--- src/rtl/sevenseg_scan_driver_if.sv ---
// Signal bundle between a user project and the 4-digit 7-segment scan driver.
// master = user logic supplying the value, slave = the scan driver.
interface sevenseg_scan_driver_if;
  logic [15:0] value;
  logic [3:0]  dp_in;
  logic        load;
  logic        blank;
  logic [6:0]  seg;
  logic        dp;
  logic [3:0]  an;
  logic        frame_sync;

  modport master (
    output value,
    output dp_in,
    output load,
    output blank,
    input  seg,
    input  dp,
    input  an,
    input  frame_sync
  );

  modport slave (
    input  value,
    input  dp_in,
    input  load,
    input  blank,
    output seg,
    output dp,
    output an,
    output frame_sync
  );
endinterface

--- src/rtl/sevenseg_scan_driver.sv ---
// Basys3 4-digit multiplexed 7-segment driver with frame-aligned value commit.
// Optional leading-zero blanking: define SEVENSEG_LEADING_ZERO_BLANK_EN.
module sevenseg_scan_driver #(
  parameter int unsigned REFRESH_DIV = 100000,
  parameter int unsigned PRESCALE_W  = $clog2(REFRESH_DIV)
) (
  input  logic                  clock,
  input  logic                  reset,
  sevenseg_scan_driver_if.slave bus
);

  typedef enum logic [1:0] {
    SLOT0 = 2'd0,
    SLOT1 = 2'd1,
    SLOT2 = 2'd2,
    SLOT3 = 2'd3
  } slot_t;

  localparam logic [PRESCALE_W-1:0] PRESCALE_LAST = PRESCALE_W'(REFRESH_DIV - 1);

  // Active-low {g,f,e,d,c,b,a}
  function automatic logic [6:0] hex_to_seg(input logic [3:0] nib);
    logic [6:0] s;
    case (nib)
      4'h0:    s = 7'b1000000;
      4'h1:    s = 7'b1111001;
      4'h2:    s = 7'b0100100;
      4'h3:    s = 7'b0110000;
      4'h4:    s = 7'b0011001;
      4'h5:    s = 7'b0010010;
      4'h6:    s = 7'b0000010;
      4'h7:    s = 7'b1111000;
      4'h8:    s = 7'b0000000;
      4'h9:    s = 7'b0010000;
      4'hA:    s = 7'b0001000;
      4'hB:    s = 7'b0000011;
      4'hC:    s = 7'b1000110;
      4'hD:    s = 7'b0100001;
      4'hE:    s = 7'b0000110;
      default: s = 7'b0001110;
    endcase
    return s;
  endfunction

  logic [PRESCALE_W-1:0] prescaler;
  logic [PRESCALE_W-1:0] prescaler_next;
  slot_t                 slot;
  slot_t                 slot_next;

  logic                  tick;
  logic                  frame_end;
  logic                  commit;

  logic [15:0]           pend_val;
  logic [15:0]           pend_val_next;
  logic [3:0]            pend_dp;
  logic [3:0]            pend_dp_next;
  logic                  pend_flag;
  logic                  pend_flag_next;

  logic [15:0]           disp_val;
  logic [15:0]           disp_val_next;
  logic [3:0]            disp_dp;
  logic [3:0]            disp_dp_next;

  logic [3:0]            nibble_next;
  logic                  dp_bit_next;
  logic [3:0]            slot_onehot;
  logic [3:0]            lz_off;

  logic [3:0]            an_next;
  logic [6:0]            seg_next;
  logic                  dp_next;

  logic [3:0]            an_q;
  logic [6:0]            seg_q;
  logic                  dp_q;
  logic                  frame_sync_q;

  // Scan timing: prescaler and digit slot
  always_comb begin
    prescaler_next = prescaler;
    slot_next      = slot;
    tick           = (prescaler == PRESCALE_LAST);
    frame_end      = tick && (slot == SLOT3);

    if (tick) begin
      prescaler_next = '0;
      case (slot)
        SLOT0:   slot_next = SLOT1;
        SLOT1:   slot_next = SLOT2;
        SLOT2:   slot_next = SLOT3;
        default: slot_next = SLOT0;
      endcase
    end else begin
      prescaler_next = prescaler + 1'b1;
    end
  end

  // A load on the frame_end cycle bypasses the pending buffer and commits directly
  always_comb begin
    pend_val_next  = pend_val;
    pend_dp_next   = pend_dp;
    pend_flag_next = pend_flag;
    disp_val_next  = disp_val;
    disp_dp_next   = disp_dp;
    commit         = frame_end && (pend_flag || bus.load);

    if (bus.load) begin
      pend_val_next  = bus.value;
      pend_dp_next   = bus.dp_in;
      pend_flag_next = 1'b1;
    end

    if (commit) begin
      pend_flag_next = 1'b0;
      if (bus.load) begin
        disp_val_next = bus.value;
        disp_dp_next  = bus.dp_in;
      end else begin
        disp_val_next = pend_val;
        disp_dp_next  = pend_dp;
      end
    end
  end

  // Digit data for the slot that will be shown after this edge
  always_comb begin
    nibble_next = disp_val_next[3:0];
    dp_bit_next = disp_dp_next[0];
    slot_onehot = 4'b0001;
    case (slot_next)
      SLOT0: begin
        nibble_next = disp_val_next[3:0];
        dp_bit_next = disp_dp_next[0];
        slot_onehot = 4'b0001;
      end
      SLOT1: begin
        nibble_next = disp_val_next[7:4];
        dp_bit_next = disp_dp_next[1];
        slot_onehot = 4'b0010;
      end
      SLOT2: begin
        nibble_next = disp_val_next[11:8];
        dp_bit_next = disp_dp_next[2];
        slot_onehot = 4'b0100;
      end
      default: begin
        nibble_next = disp_val_next[15:12];
        dp_bit_next = disp_dp_next[3];
        slot_onehot = 4'b1000;
      end
    endcase
  end

`ifdef SEVENSEG_LEADING_ZERO_BLANK_EN
  logic zero_run3;
  logic zero_run2;
  logic zero_run1;

  // Digit k goes dark when it and every digit left of it is zero and its dp is off
  always_comb begin
    zero_run3 = (disp_val_next[15:12] == 4'h0);
    zero_run2 = zero_run3 && (disp_val_next[11:8] == 4'h0);
    zero_run1 = zero_run2 && (disp_val_next[7:4] == 4'h0);
    lz_off    = '0;
    lz_off[3] = zero_run3 && !disp_dp_next[3];
    lz_off[2] = zero_run2 && !disp_dp_next[2];
    lz_off[1] = zero_run1 && !disp_dp_next[1];
  end
`else
  assign lz_off = '0;
`endif

  always_comb begin
    seg_next = hex_to_seg(nibble_next);
    dp_next  = ~dp_bit_next;
    if (bus.blank) begin
      an_next = '1;
    end else begin
      an_next = ~slot_onehot | lz_off;
    end
  end

  always_ff @(posedge clock) begin
    if (reset) begin
      prescaler    <= '0;
      slot         <= SLOT0;
      pend_val     <= '0;
      pend_dp      <= '0;
      pend_flag    <= 1'b0;
      disp_val     <= '0;
      disp_dp      <= '0;
      an_q         <= '1;
      seg_q        <= '1;
      dp_q         <= 1'b1;
      frame_sync_q <= 1'b0;
    end else begin
      prescaler    <= prescaler_next;
      slot         <= slot_next;
      pend_val     <= pend_val_next;
      pend_dp      <= pend_dp_next;
      pend_flag    <= pend_flag_next;
      disp_val     <= disp_val_next;
      disp_dp      <= disp_dp_next;
      an_q         <= an_next;
      seg_q        <= seg_next;
      dp_q         <= dp_next;
      frame_sync_q <= commit;
    end
  end

  assign bus.an         = an_q;
  assign bus.seg        = seg_q;
  assign bus.dp         = dp_q;
  assign bus.frame_sync = frame_sync_q;

endmodule

--- src/flat_wrapper.sv ---
// flat-port wrapper written by rule: the top's interface ports become plain ports
module sevenseg_scan_driver_flat 
#(
  parameter int unsigned REFRESH_DIV = 100000,
  parameter int unsigned PRESCALE_W  = $clog2(REFRESH_DIV)
)
  (clock, reset, bus_value, bus_dp_in, bus_load, bus_blank, bus_seg, bus_dp, bus_an, bus_frame_sync);
  sevenseg_scan_driver_if bus_i ();
  input  logic clock;
  input  logic reset;
  input wire logic [$bits(bus_i.value)-1:0] bus_value;
  input wire logic [$bits(bus_i.dp_in)-1:0] bus_dp_in;
  input wire logic [$bits(bus_i.load)-1:0] bus_load;
  input wire logic [$bits(bus_i.blank)-1:0] bus_blank;
  output wire logic [$bits(bus_i.seg)-1:0] bus_seg;
  output wire logic [$bits(bus_i.dp)-1:0] bus_dp;
  output wire logic [$bits(bus_i.an)-1:0] bus_an;
  output wire logic [$bits(bus_i.frame_sync)-1:0] bus_frame_sync;
  assign bus_i.value = bus_value;
  assign bus_i.dp_in = bus_dp_in;
  assign bus_i.load = bus_load;
  assign bus_i.blank = bus_blank;
  assign bus_seg = bus_i.seg;
  assign bus_dp = bus_i.dp;
  assign bus_an = bus_i.an;
  assign bus_frame_sync = bus_i.frame_sync;
  sevenseg_scan_driver #(.REFRESH_DIV(REFRESH_DIV), .PRESCALE_W(PRESCALE_W)) u_core (.clock(clock), .reset(reset), .bus(bus_i));
endmodule
--- config.mk ---
export PLATFORM = sky130hd
export DESIGN_NAME = sevenseg_scan_driver_flat
export DESIGN_NICKNAME = d
export VERILOG_FILES = /design/src/rtl/sevenseg_scan_driver_if.sv /design/src/rtl/sevenseg_scan_driver.sv /design/src/flat_wrapper.sv
export SDC_FILE = /design/constraint.sdc
export NUM_CORES = 1
export LEC_CHECK = 0
export CORE_AREA = 2 2 80 82
export DETAILED_ROUTE_END_ITERATION = 10
export DIE_AREA = 0 0 82 84
export PLACE_DENSITY = 0.76
export SETUP_SLACK_MARGIN = 0.5
export SLEW_MARGIN = 20
export SYNTH_ARGS = -nofsm -noshare
export SYNTH_HDL_FRONTEND = slang
export SYNTH_SLANG_ARGS = --single-unit
export TNS_END_PERCENT = 100
--- constraint.sdc ---
create_clock -name clock -period 3.9 [get_ports clock]
set_input_delay 0.78 -clock clock [delete_from_list [all_inputs] [get_ports clock]]
set_output_delay 0.78 -clock clock [all_outputs]
set_load 0.03 [all_outputs]
==> impl_table.tex <==
\begin{tabular}{lr}
\hline
Metric & Value \\
\hline
\multicolumn{2}{l}{\textbf{Run status}} \\
\quad Result of the run & complete, no violations \\
\multicolumn{2}{l}{\textbf{Place}} \\
\quad I/O Buffers & 36 \\
\quad Final HPWL from detailed placement & 3920 um \\
\quad Final estimated routing congestion in global placement & a little under 0.9 \\
\quad Area after DPL & $\sim$0.0036 mm\^{}2 \\
\multicolumn{2}{l}{\textbf{Logic synthesis}} \\
\quad Post-synth top cells & nor2\_1, dfxtp\_1, mux2i\_1, mux2\_2, nand2\_1 \\
\quad Combinational family with the most area after synthesis & simple AND/OR/NAND/NOR gates \\
\quad Share of synthesized cell area in full adder, half adder and majority cells & 0.0391 \\
\quad Post-synthesis cell area & about 0.0032 mm\^{}2 \\
\quad Number of warnings printed during yosys synthesis & 0 \\
\quad Portion of the post-synthesis area used by sequential elements & 0.457 \\
\quad Yosys top cell area share & 0.457 \\
\quad Async SR Flop Fraction & 0 \\
\quad Fraction of synthesized cell area in xor and xnor cells & 0.0383 \\
\quad Synthesis-stage register bit count & 73 \\
\quad Post-synthesis cell count & 335 \\
\quad Post-synthesis compound-gate area fraction & 0.0582 \\
\quad Cell with the most instances after synthesis & nor2\_1 \\
\quad Share of synthesized area spent on multiplexers & 0.171 \\
\quad Largest area contributor in the synthesized netlist & dfxtp\_1 \\
\quad Synthesized area per cell & approximately 9.6 um\^{}2 \\
\quad Distinct cells, synth & 45 \\
\quad Leading register cell type out of synthesis & dfxtp\_1 \\
\quad Dominant cells by area after synthesis & dfxtp\_1, mux2i\_1, nor2\_1 \\
\quad EDFF count, synth & 0 \\
\quad Net count of the mapped netlist & between 300 and 400 \\
\quad Simple-Gate Fraction of Synth Area & 0.187 \\
\multicolumn{2}{l}{\textbf{Global routing}} \\
\quad Overflow left after global routing & 0 \\
\quad Largest net degree at the start of global routing & 45 \\
\quad Global-route wire length before repair & 10,400 um \\
\quad Via count of the first global-routing pass & between 2,000 and 2,500 \\
\quad Total GRT Usage & 0.192 \\
\quad Number of antenna violations at the first check in global routing & 0 \\
\multicolumn{2}{l}{\textbf{Worst setup path}} \\
\quad Worst Path Max Fanout & 22 \\
\quad Family with the most delay on the worst path & buffers and inverters \\
\quad Origin of the critical flop-to-flop path & u\_core.prescaler[8] \\
\quad Endpoint of the worst setup timing path & u\_core.bus.seg[6] \\
\quad Setup slack of the most critical reg-to-reg path & roughly 0.75 ns \\
\quad Peak per-stage delay on the critical path & $\sim$0.48 ns \\
\quad Cell with the largest stage delay on the worst path & clkdlybuf4s50\_1 \\
\quad Critical path launch point type & primary input \\
\quad Crit Path Category & primary input to flop \\
\quad Combined buffer and inverter count along the critical path & 3 \\
\quad Endpoint required time on the critical path & between 4 and 5 ns \\
\quad FF-to-FF End & u\_core.bus.seg[6] \\
\quad R2R cell count & 12 \\
\quad Critical Path Stages & 12 \\
\quad Sort of element at the end of the critical path & flop \\
\quad Most frequent cell on the critical path & mux2i\_1 \\
\quad Launching element of the worst setup path & bus\_load \\
\quad Data arrival, critical path & 3.36 ns \\
\quad Critical path, cell by cell & clkdlybuf4s50\_1 -> buf\_4 -> mux2i\_1 -> nor2\_1 -> a21oi\_1 -> mux2i\_1 -> mux2i\_4 -> inv\_1 -> ha\_1 -> mux2\_2 -> nand2\_1 -> o311ai\_1 \\
\multicolumn{2}{l}{\textbf{Die}} \\
\quad Die width & $\sim$82 um \\
\quad Initial Util & 0.525 \\
\quad Count of pins on the block boundary & 37 \\
\quad Core area & slightly above 0.006 mm\^{}2 \\
\quad Total Die Area & around 0.007 mm\^{}2 \\
\quad Number of standard-cell rows in the floorplan & 29 \\
\quad Chip Height & 84 um \\
\multicolumn{2}{l}{\textbf{Detailed routing}} \\
\quad Drt first pass iters & 4 \\
\quad Total via count in the routed design & around 2,400 \\
\quad Starting DRT DRC Count & 77 \\
\quad Via density per instance & approximately 5.3 \\
\quad Number of design rule violations left after detail routing & 0 \\
\quad Total routed wirelength & 5770 um \\
\quad Final routed wire length divided by cell count & between 10 and 15 um \\
\quad Number of routed nets with antenna violations & 0 \\
\multicolumn{2}{l}{\textbf{Clock network}} \\
\quad Clock buffer count from CTS & 9 \\
\quad Number of H-tree levels & 3 \\
\quad Clock tree from TritonCTS & done \\
\quad Number of clock sinks & 73 \\
\quad Worst-Skew Late Latency & about 0.34 ns \\
\quad Root Buffer Master & clkbuf\_8 \\
\quad Clock transition at the registers of the reported paths & 0.08 ns \\
\quad CTS Hold Buffers Added & 0 \\
\quad Bufs on Longest Clock Path & 2 \\
\multicolumn{2}{l}{\textbf{Final layout}} \\
\quad Final core area utilization & 0.631 \\
\quad Count of antenna diodes in the layout & 0 \\
\quad Area added between synthesis and finish & 20.1\% \\
\quad Fraction of final layout cells sized beyond drive strength 1 & 0.134 \\
\quad Net count, final & 403 \\
\quad Post-route design area & between 0.003 and 0.004 mm\^{}2 \\
\multicolumn{2}{l}{\textbf{Timing}} \\
\quad Final setup violation count & 0 \\
\quad Summed negative setup slack over all endpoints & 0 ns \\
\quad Worst clock skew & $\sim$0.008 ns \\
\quad Final Slew Violations & 0 \\
\quad Worst Max-Slew Pin Slew & 0.546 ns \\
\quad Count of endpoints failing hold in the final timing report & 0 \\
\quad RSZ-0062 raised after global routing & no \\
\quad Shortest clock period the worst path allows after layout & between 3 and 4 ns \\
\quad Tcrit/Tclk final & 0.812 \\
\quad Relative slew margins & 0.635 \\
\quad Highest attainable clock frequency & roughly 0.32 GHz \\
\multicolumn{2}{l}{\textbf{Worst hold path}} \\
\quad Worst min-delay path category & flop to flop \\
\multicolumn{2}{l}{\textbf{Power and ir drop}} \\
\quad Leakage power & approximately 0.0016 uW \\
\quad Power per standard cell area & about 410 mW/mm\^{}2 \\
\quad Worst vdd rail ir drop & about 0.29 mV \\
\multicolumn{2}{l}{\textbf{Job}} \\
\quad Max-capacitance violation count & 0 \\
\hline
\end{tabular}
final cells by class:
cell class / instances / area [um^2]
fill: 530 / 2250
multi-input combinational: 231 / 1600
sequential: 73 / 1460
timing repair buffer: 41 / 398
clock buffer: 10 / 138
clock inverter: 6 / 105
tap: 77 / 96.3
inverter: 13 / 48.8
per-layer routing:
| layer | share of wire | global-route usage | vias up |
|---|---|---|---|
| met5 | 0 | 0 | - |
| met2 | 0.48 | 0.316 | 55 |
| met4 | 0.020 | 0.0894 | 0 |
| met1 | 0.45 | 0.236 | 1121 |
| li1 | - | - | 1196 |
| met3 | 0.045 | 0.0400 | 11 |
power breakdown:
part	internal (uW)	switching, uW	total, uW
clock network	439	272	711
logic	48.7	44.8	93.5
registers	764	6.50	771
stage by stage:
stage	power (uW)	setup WS, ns	instances	hold WS (ns)
finish	1580	0.733	451	0.453
global route	1630	0.510	451	0.483
CTS	1590	0.573	449	0.459
detailed placement	883	0.271	433	0.446
global placement	882	0.432	433	0.428
floorplan	840	0.583	335	0.418
worst reg2reg max path: stages, from the launching register on:
cell and delay [ns]:
dfxtp_1 0.37, or4_4 0.56, nor4_4 0.24, and2_2 0.29, nor2_1 0.09, a21oi_4 0.23, mux2i_1 0.15, mux2i_4 0.22
inv_1 0.14, ha_1 0.27, mux2_2 0.27, nand2_1 0.07, o311ai_1 0.10
flip-flops by register name, summed over array words and instances (netlist names):
signal and flops:
u_core.bus.an 4, u_core.pend_val 16, u_core.bus.frame_sync 1, u_core.disp_dp 4
u_core.pend_flag 1, u_core.disp_val 16, u_core.prescaler 17, u_core.slot 2
u_core.bus.dp 1, u_core.bus.seg 7, u_core.pend_dp 4
placed cells by master, fill, tap and decap left out, drive strengths merged, types with 3 or more instances in the layout:
cell type,instances
buf,5
nand4,3
nand3,11
nor3,3
o21ai,7
xor2,7
ha,10
clkinv,3
nor2,75
bufinv,3
a21oi,12
mux2i,32
mux2,17
dfxtp,73
xnor2,7
clkbuf,10
clkdlybuf4s50,36
nand2,16
inv,13
and2,7
kinds of logic (layout without fill, tap and decap cells):
logic type                 Yosys count  in the layout
xor gates and xnor gates            14             14
DFF                                 73             73
and+or+nand+nor                    129            129
buffers and inverters               31             70
AOI/OAI and AO/OA                   28             28
adders and majority gates           10             10
muxes                               50             50
how the worst min path moves through the flow:
stage / slack, ns / cells past startpoint / to / from
6_report: 0.45 / 1 / u_core.prescaler[0] / u_core.prescaler[0]
2_1_floorplan: 0.42 / 1 / u_core.prescaler[0] / u_core.prescaler[0]
5_1_grt: 0.48 / 1 / u_core.prescaler[0] / u_core.prescaler[0]
3_3_place_gp: 0.43 / 1 / u_core.prescaler[0] / u_core.prescaler[0]
4_1_cts: 0.46 / 1 / u_core.prescaler[0] / u_core.prescaler[0]
3_5_place_dp: 0.45 / 1 / u_core.prescaler[0] / u_core.prescaler[0]
what timing repair did:
action	4_1_cts	5_1_grt
endpoints found under the setup margin	0	5
endpoints found under the hold margin	0	0
setup buffers	0	2
gates resized for setup	0	3
(Power assumes the default switching activity.)
